<file path="config.mk">
export PLATFORM = sky130hd
export DESIGN_NAME = div_pipe
export DESIGN_NICKNAME = d
export VERILOG_FILES = /design/src/rtl/div_pipe.sv
export SDC_FILE = /design/constraint.sdc
export NUM_CORES = 2
export LEC_CHECK = 0
export CAP_MARGIN = 25
export CORE_ASPECT_RATIO = 0.9
export CORE_MARGIN = 2
export CORE_UTILIZATION = 60
export DETAILED_ROUTE_END_ITERATION = 16
export DONT_BUFFER_PORTS = 1
export GPL_TIMING_DRIVEN = 0
export PLACE_DENSITY = 0.73
export SYNTH_ARGS = -nofsm -noshare
export SYNTH_HDL_FRONTEND = slang
export SYNTH_HIERARCHICAL = 1
export SYNTH_SLANG_ARGS = --single-unit
</file>
<file path="constraint.sdc">
create_clock -name clk -period 2.8 [get_ports clk]
set_input_delay 0.28 -clock clk [delete_from_list [all_inputs] [get_ports clk]]
set_output_delay 0.28 -clock clk [all_outputs]
set_load 0.01 [all_outputs]
</file>
<file path="src/rtl/div_pipe.sv">
// div_pipe: fully pipelined restoring divider, one op/clock, valid/ready with global stall.
// Signed mode (in_signed, sign fix-up, signed-overflow flag) is built only with DIV_PIPE_SIGNED_EN.

module div_stage #(
    parameter int DDW  = 16,
    parameter int DSW  = 8,
    parameter int BPS  = 1,
    parameter int MW   = 8,
    parameter bit ITER = 1'b1
) (
    input  logic           clk,
    input  logic           rst_n,
    input  logic           en,
    input  logic           vld,
    input  logic [DSW:0]   rem,
    input  logic [DDW-1:0] acc,
    input  logic [DSW-1:0] dsr,
    input  logic [MW-1:0]  meta,
    output logic           q_vld,
    output logic [DSW:0]   q_rem,
    output logic [DDW-1:0] q_acc,
    output logic [DSW-1:0] q_dsr,
    output logic [MW-1:0]  q_meta
);
    logic [DSW:0]   rem_nxt;
    logic [DDW-1:0] acc_nxt;

    // acc doubles as dividend and quotient: dividend bits leave at the top, quotient bits enter below
    always_comb begin
        rem_nxt = rem;
        acc_nxt = acc;
        if (ITER) begin
            for (int b = 0; b < BPS; b++) begin
                rem_nxt = {rem_nxt[DSW-1:0], acc_nxt[DDW-1]};
                acc_nxt = {acc_nxt[DDW-2:0], 1'b0};
                if (rem_nxt >= {1'b0, dsr}) begin
                    rem_nxt    = rem_nxt - {1'b0, dsr};
                    acc_nxt[0] = 1'b1;
                end
            end
        end
    end

    always_ff @(posedge clk or negedge rst_n) begin
        if (!rst_n) begin
            q_vld  <= 1'b0;
            q_rem  <= '0;
            q_acc  <= '0;
            q_dsr  <= '0;
            q_meta <= '0;
        end else if (en) begin
            q_vld  <= vld;
            q_rem  <= rem_nxt;
            q_acc  <= acc_nxt;
            q_dsr  <= dsr;
            q_meta <= meta;
        end
    end
endmodule

module div_pipe #(
    parameter int DIVIDEND_WIDTH = 16,
    parameter int DIVISOR_WIDTH  = 8,
    parameter int BITS_PER_STAGE = 1,
    parameter int TAG_WIDTH      = 4
) (
    input  logic                      clk,
    input  logic                      rst_n,
    input  logic                      in_valid,
    output logic                      in_ready,
    input  logic                      in_signed,
    input  logic [DIVIDEND_WIDTH-1:0] dividend,
    input  logic [DIVISOR_WIDTH-1:0]  divisor,
    input  logic [TAG_WIDTH-1:0]      in_tag,
    output logic                      out_valid,
    input  logic                      out_ready,
    output logic [DIVIDEND_WIDTH-1:0] quotient,
    output logic [DIVISOR_WIDTH-1:0]  remainder,
    output logic                      overflow,
    output logic [TAG_WIDTH-1:0]      out_tag
);
    localparam int DDW    = DIVIDEND_WIDTH;
    localparam int DSW    = DIVISOR_WIDTH;
    localparam int N      = DDW / BITS_PER_STAGE;
    localparam int MW     = TAG_WIDTH + 4;
    localparam int M_QNEG = TAG_WIDTH;
    localparam int M_RNEG = TAG_WIDTH + 1;
    localparam int M_ZERO = TAG_WIDTH + 2;
    localparam int M_SOV  = TAG_WIDTH + 3;

    logic                   stall;
    logic [N:0]             vld_pipe;
    logic [N:0][DSW:0]      rem_pipe;
    logic [N:0][DDW-1:0]    acc_pipe;
    logic [N:0][DSW-1:0]    dsr_pipe;
    logic [N:0][MW-1:0]     meta_pipe;

    assign stall    = out_valid & ~out_ready;
    assign in_ready = ~stall;

    // operand conditioning: magnitudes are unsigned so the most negative value still fits
    logic [DDW-1:0] dd_mag;
    logic [DSW-1:0] ds_mag;
    logic           q_neg, r_neg, sov;
    logic [MW-1:0]  meta0;

`ifdef DIV_PIPE_SIGNED_EN
    logic dd_neg, ds_neg;
    always_comb begin
        dd_neg = in_signed & dividend[DDW-1];
        ds_neg = in_signed & divisor[DSW-1];
        dd_mag = dd_neg ? -dividend : dividend;
        ds_mag = ds_neg ? -divisor : divisor;
        q_neg  = dd_neg ^ ds_neg;
        r_neg  = dd_neg;
        sov    = in_signed && (dividend == {1'b1, {(DDW-1){1'b0}}}) && (&divisor);
    end
`else
    always_comb begin
        dd_mag = dividend;
        ds_mag = divisor;
        q_neg  = 1'b0;
        r_neg  = 1'b0;
        sov    = 1'b0;
    end
`endif

    assign meta0 = {sov, (divisor == '0), r_neg, q_neg, in_tag};

    for (genvar k = 0; k <= N; k++) begin : g_stg
        if (k == 0) begin : g_head
            div_stage #(.DDW(DDW), .DSW(DSW), .BPS(BITS_PER_STAGE), .MW(MW), .ITER(1'b0)) u_stg (
                .clk(clk), .rst_n(rst_n), .en(~stall),
                .vld(in_valid), .rem('0), .acc(dd_mag), .dsr(ds_mag), .meta(meta0),
                .q_vld(vld_pipe[k]), .q_rem(rem_pipe[k]), .q_acc(acc_pipe[k]),
                .q_dsr(dsr_pipe[k]), .q_meta(meta_pipe[k])
            );
        end else begin : g_iter
            div_stage #(.DDW(DDW), .DSW(DSW), .BPS(BITS_PER_STAGE), .MW(MW), .ITER(1'b1)) u_stg (
                .clk(clk), .rst_n(rst_n), .en(~stall),
                .vld(vld_pipe[k-1]), .rem(rem_pipe[k-1]), .acc(acc_pipe[k-1]),
                .dsr(dsr_pipe[k-1]), .meta(meta_pipe[k-1]),
                .q_vld(vld_pipe[k]), .q_rem(rem_pipe[k]), .q_acc(acc_pipe[k]),
                .q_dsr(dsr_pipe[k]), .q_meta(meta_pipe[k])
            );
        end
    end

    // fix-up: truncating division, remainder follows the dividend's sign
    logic [DDW-1:0] q_fix;
    logic [DSW-1:0] r_fix;
    logic           ovf_fix;

    always_comb begin
        q_fix   = acc_pipe[N];
        r_fix   = DSW'(rem_pipe[N]);
        ovf_fix = 1'b0;
`ifdef DIV_PIPE_SIGNED_EN
        if (meta_pipe[N][M_QNEG]) q_fix = -q_fix;
        if (meta_pipe[N][M_RNEG]) r_fix = -r_fix;
`endif
        if (meta_pipe[N][M_ZERO]) begin
            q_fix   = '1;
            r_fix   = '0;
            ovf_fix = 1'b1;
        end
`ifdef DIV_PIPE_SIGNED_EN
        else if (meta_pipe[N][M_SOV]) begin
            q_fix   = {1'b1, {(DDW-1){1'b0}}};
            r_fix   = '0;
            ovf_fix = 1'b1;
        end
`endif
    end

    always_ff @(posedge clk or negedge rst_n) begin
        if (!rst_n) begin
            out_valid <= 1'b0;
            quotient  <= '0;
            remainder <= '0;
            overflow  <= 1'b0;
            out_tag   <= '0;
        end else if (!stall) begin
            out_valid <= vld_pipe[N];
            if (vld_pipe[N]) begin
                quotient  <= q_fix;
                remainder <= r_fix;
                overflow  <= ovf_fix;
                out_tag   <= meta_pipe[N][TAG_WIDTH-1:0];
            end
        end
    end
endmodule
</file>
## Yosys cells after proc, flatten, opt, wreduce, memory -nomap -nowiden

Index checks and enable logic that the tools add are counted.

| word-level totals | value |
|---|---|
| output and inout bits | 31 |
| word-level logic and storage cells | 160 |
| input port bits | 33 |
| bits in registers | 660 |

| operators by class | value |
|---|---|
| bitwise gates (word level) | 3 |
| reductions and logical operators | 2 |
| $add $sub $neg | 16 |
| muxes and demuxes | 35 |
| $lt $le $gt $ge | 16 |

Operators with widths:

| operator | number |
|---|---|
| $mux 8 | 17 |
| $ge 9x8->1 | 15 |
| $sub 8x8->8 | 15 |
| $mux 1 | 17 |
| $mux 16 | 1 |
| $ge 1x8->1 | 1 |
| $logic_not 8->1 | 1 |
| $sub 1x8->8 | 1 |
| $not 1->1 | 2 |
| $reduce_and 2->1 | 1 |
| $and 1x1->1 | 1 |

## Logic depth before layout (Yosys ltp)

| logic depth | value |
|---|---|
| depth in word-level cells | 4 |
| mapped depth | 9 |
| gate-level depth less buffers | 9 |

## Cells and area by module

The synthesis kept the hierarchy.

By module, submodules not included:

| module | instances | area an instance (sq um) | cells each | seq. area each (sq um) |
|---|---|---|---|---|
| div_stage (g_stg[3].g_iter.u_stg ...) | 7 | 2135.8 | 182 | 1051.0 |
| div_stage (g_stg[10].g_iter.u_stg ...) | 7 | 2117.0 | 179 | 1051.0 |
| div_stage (g_stg[11].g_iter.u_stg) | 1 | 2169.6 | 181 | 1051.0 |
| div_stage (g_stg[13].g_iter.u_stg) | 1 | 2016.9 | 171 | 1051.0 |
| div_stage (g_stg[0].g_head.u_stg) | 1 | 1765.4 | 89 | 1051.0 |
| div_pipe | 1 | 1336.3 | 115 | 750.7 |

## Worst setup path before layout

Ideal clock, no wire load.

| timing | value |
|---|---|
| path type | flip-flop to flip-flop |
| start | register out_valid |
| end | register g_stg[13].g_iter.u_stg.q_acc[11] |
| period minus slack after synthesis | 2186 ps |
| setup time | 125 ps |
| setup slack | 614 ps |
| stages on the path, launching flop included | 7 |
| arrival time | 2061 ps |
| path buffers | 4 |
| required time | 2675 ps |
| path through | dfrtp_1 -> nand2b_4 -> buf_6 -> buf_2 -> clkbuf_1 -> clkbuf_1 -> mux2_2 |

| on the way | value |
|---|---|
| longest elaborated chain between the ends | 1 |

RTL lines:

| item | RTL line | source |
|---|---|---|
| start: declaration | 75 | `output logic out_valid,` |
| start signal: assignment | 184 | `out_valid <= vld_pipe[N];` |
| $and 1x1->1 | 98 | `assign stall = out_valid & ~out_ready;` |
| end signal: assignment | 54 | `q_acc <= acc_nxt;` |
| end: declaration | 21 | `output logic [DDW-1:0] q_acc,` |

No other way between the ends.
A chain may end at the register's enable or synchronous reset.

## Final worst setup path

| timing | value |
|---|---|
| start | register out_valid |
| end | register g_stg[2].g_iter.u_stg.q_acc[11] |

| on the way | value |
|---|---|
| longest elaborated chain between the ends | 1 |

RTL lines:

| item | RTL line |
|---|---|
| $and 1x1->1 | 98 |
| end signal: assignment | 54 |
| end: declaration | 21 |

No other way between the ends.

==> flow_metrics.py <==
metrics = {
    "layout": {
        "post-route-util_pct": 67.1,
        "multi_input_area_mm2": 0.0153,
        "instances_no_fill": 3739,
        "nets": 3112,
        "seq_area_mm2": 0.0167,
        "fillers": 4084,
        "drive_gt1_share_pct": 28.8,
        "synthToLayoutAreaGrowth_pct": 10.5,
        "n_antenna_cell": 0,
    },
    "route": {
        "firstDrtPassIters": 7,
        "wl_mm": 69.0,
        "wl_met3_mm": 2.27,
        "avgViaCountPerCell": 5.77,
        "drt-initial-drc-count": 1322,
        "wl_met1_mm": 31.3,
        "wire_per_inst_um": 18.5,
        "post-route-drc-count": 0,
        "vias": 21600,
        "wl_met2_mm": 34.1,
        "topRoutingLayerUsed": "met4",
        "ant_nets": 0,
    },
    "floorplanning": {
        "rows": 82,
        "num_io_pins": 64,
        "die_h_um": 229,
        "die-area_mm2": 0.0583,
        "start_util_pct": 60.7,
        "core_mm2": 0.0557,
        "die_w_um": 254,
    },
    "setup_path": {
        "end_kind": "flop",
        "start_kind": "flop",
        "r2r.worst_path.cells": 6,
        "critPathRequiredTime_ns": 3.28,
        "r2r_slack_ns": 0.18,
        "r2r-start": "out_valid$_DFFE_PN0N_",
        "critPathArrivalTime_ns": 3.10,
        "r2r_end": "g_stg[2].g_iter.u_stg/q_acc[11]$_DFFE_PN0P_",
        "crit_type": "flop to flop",
        "timing.critical_path.fanout_max": 41,
    },
    "place": {
        "post-place-ws_ns": -0.194,
        "dp.final_hpwl_mm": 49.7,
        "dp_cells": 3590,
        "io_buffer_count": 0,
        "place.gp.congestion": 0.892,
    },
    "pwr": {
        "leakage_nw": 16.5,
        "power_density_mw_per_mm2": 1460,
        "peakVddDrop_mv": 0.790,
        "power_mw": 54.5,
    },
    "timing": {
        "fmax_ghz": 0.381,
        "setup_violations": 0,
        "fin_crit_ns": 2.62,
        "final-max-slew-violation-count": 452,
        "rsz0062_at_grt": "false",
        "finClkSkew_ns": 0.0171,
        "slew_headroom_pct": -65.4,
        "period_share_pct": 93.7,
        "tightest_slew_ns": 2.48,
        "fin_ws_ns": 0.177,
        "hold_viol_final": 668,
        "holdWs_ns": -0.594,
    },
    "min_path": {
        "min_path_type": "input port to async pin",
    },
    "job": {
        "drv_cap": 0,
    },
    "clock_tree": {
        "cts_tree": "built",
        "cts_root_buffer": "clkbuf_16",
        "cts_htree_levels": 3,
        "clock_tree.buffer_depth": 3,
        "cts-buffers-inserted": 69,
        "holdBufCountCts": 30,
        "clk_latency_ns": 0.60,
        "clk_pin_slew_ns": 0.06,
        "post-cts-setup-buffers": 0,
        "cts_sinks": 668,
    },
    "global_route": {
        "grt_overflow": 0,
        "grt_max_degree": 669,
        "grt_pass1_vias": 22100,
        "track_usage_pct": 24.5,
        "antenna_found_initial": 0,
        "grt_pass1_wl_mm": 115,
    },
    "synthesis": {
        "synthCells": 2827,
        "yosysWarningCount": 6,
        "avgSynthCellArea_um2": 12.0,
        "netlist_area_mm2": 0.0338,
    },
    "run_status": {
        "violations": "negative hold slack, max-slew violations",
        "status": "complete, but fails checks",
    },
}
-- area by class of cell --
class                   count  share of cell area [%]
plain buffers             134                    2.54
clock buffers             101                    5.38
clock inverters            18                   0.747
inverters                 232                    2.33
multi-input cells        1800                    40.9
flip-flops and latches    668                    44.7
well taps                 756                    2.53
repair buffers             30                   0.803
-- critical path: stages, from the launching register on --
cell,delay [ns]
dfrtp_1,0.44
nand2b_4,0.10
buf_6,0.13
buf_4,0.51
clkbuf_8,0.28
clkbuf_1,0.58
mux2_2,0.42
-- registers in the layout, summed over array words and instances (netlist names), 4 cells and up --
register and cells:
g_stg.g_head.u_stg/q_acc 16, g_stg.g_head.u_stg/q_dsr 8, g_stg.g_head.u_stg/q_meta 5, g_stg.g_head.u_stg/q_rem 8
g_stg.g_iter.u_stg/q_acc 256, g_stg.g_iter.u_stg/q_dsr 120, g_stg.g_iter.u_stg/q_meta 80, g_stg.g_iter.u_stg/q_rem 128
g_stg.g_iter.u_stg/q_vld 16, out_tag 4, quotient 16, remainder 8
-- through the flow --
stage          setup TNS [ns]  area (um^2)
6_report                    0        37400
5_1_grt                     0        37400
4_1_cts                     0        37400
3_5_place_dp           -11.73        34800
3_3_place_gp            -6.05        34800
2_1_floorplan               0        33800
-- timing repair --
item                                   4_1_cts  5_1_grt
endpoints found under the hold margin      698      668
setup endpoints to repair                  174        0
gates resized for setup                      1        0
-- metal layers --
layer	GRT usage, %	vias to the layer above
li1	-	10300
met4	6.18	0
met2	40.9	355
met5	0	-
met1	33.7	10900
met3	3.61	102
-- how the worst max path moves through the flow --
stage	end	depth (start not counted)	slack, ns	from
floorplan	g_stg[10].g_iter.u_stg/q_acc[10]$_DFFE_PN0P_	6	0.64	out_valid$_DFFE_PN0N_
global placement	g_stg[10].g_iter.u_stg/q_acc[9]$_DFFE_PN0P_	6	-0.11	out_valid$_DFFE_PN0N_
detailed placement	g_stg[2].g_iter.u_stg/q_acc[10]$_DFFE_PN0P_	6	-0.19	out_valid$_DFFE_PN0N_
CTS	g_stg[2].g_iter.u_stg/q_acc[10]$_DFFE_PN0P_	6	0.19	out_valid$_DFFE_PN0N_
global route	g_stg[2].g_iter.u_stg/q_acc[10]$_DFFE_PN0P_	6	0.08	out_valid$_DFFE_PN0N_
finish	g_stg[2].g_iter.u_stg/q_acc[11]$_DFFE_PN0P_	6	0.18	out_valid$_DFFE_PN0N_
-- power by group --
group	switching [mW]	internal, mW
combinational	13.8	13.3
clock	3.73	5.55
sequential	3.73	14.4
total	21.3	33.3
-- layout by cell type (no fill, tap or decap), types with 16 or more instances in the layout --
cell type and count:
ha_1 128, nor2_1 151, or3b_2 21, o21ai_0 87, a21oi_1 121, buf_2 23, clkbuf_16 71, o31ai_1 30
o22ai_1 16, mux2_4 50, o21a_1 39, mux2_2 465, a21oi_2 23, dlygate4sd3_1 30, nor2b_1 40, fa_1 16
a21o_1 16, inv_1 232, o21bai_1 17, dfrtp_1 668, a211oi_1 21, o32a_1 23, nand3_2 23, nand2_1 103
clkbuf_1 81, nand3_1 37, a31oi_1 54, clkbuf_8 33, nand2b_1 25, xnor2_1 27
Note: power is estimated with default switching activity, not from simulation.
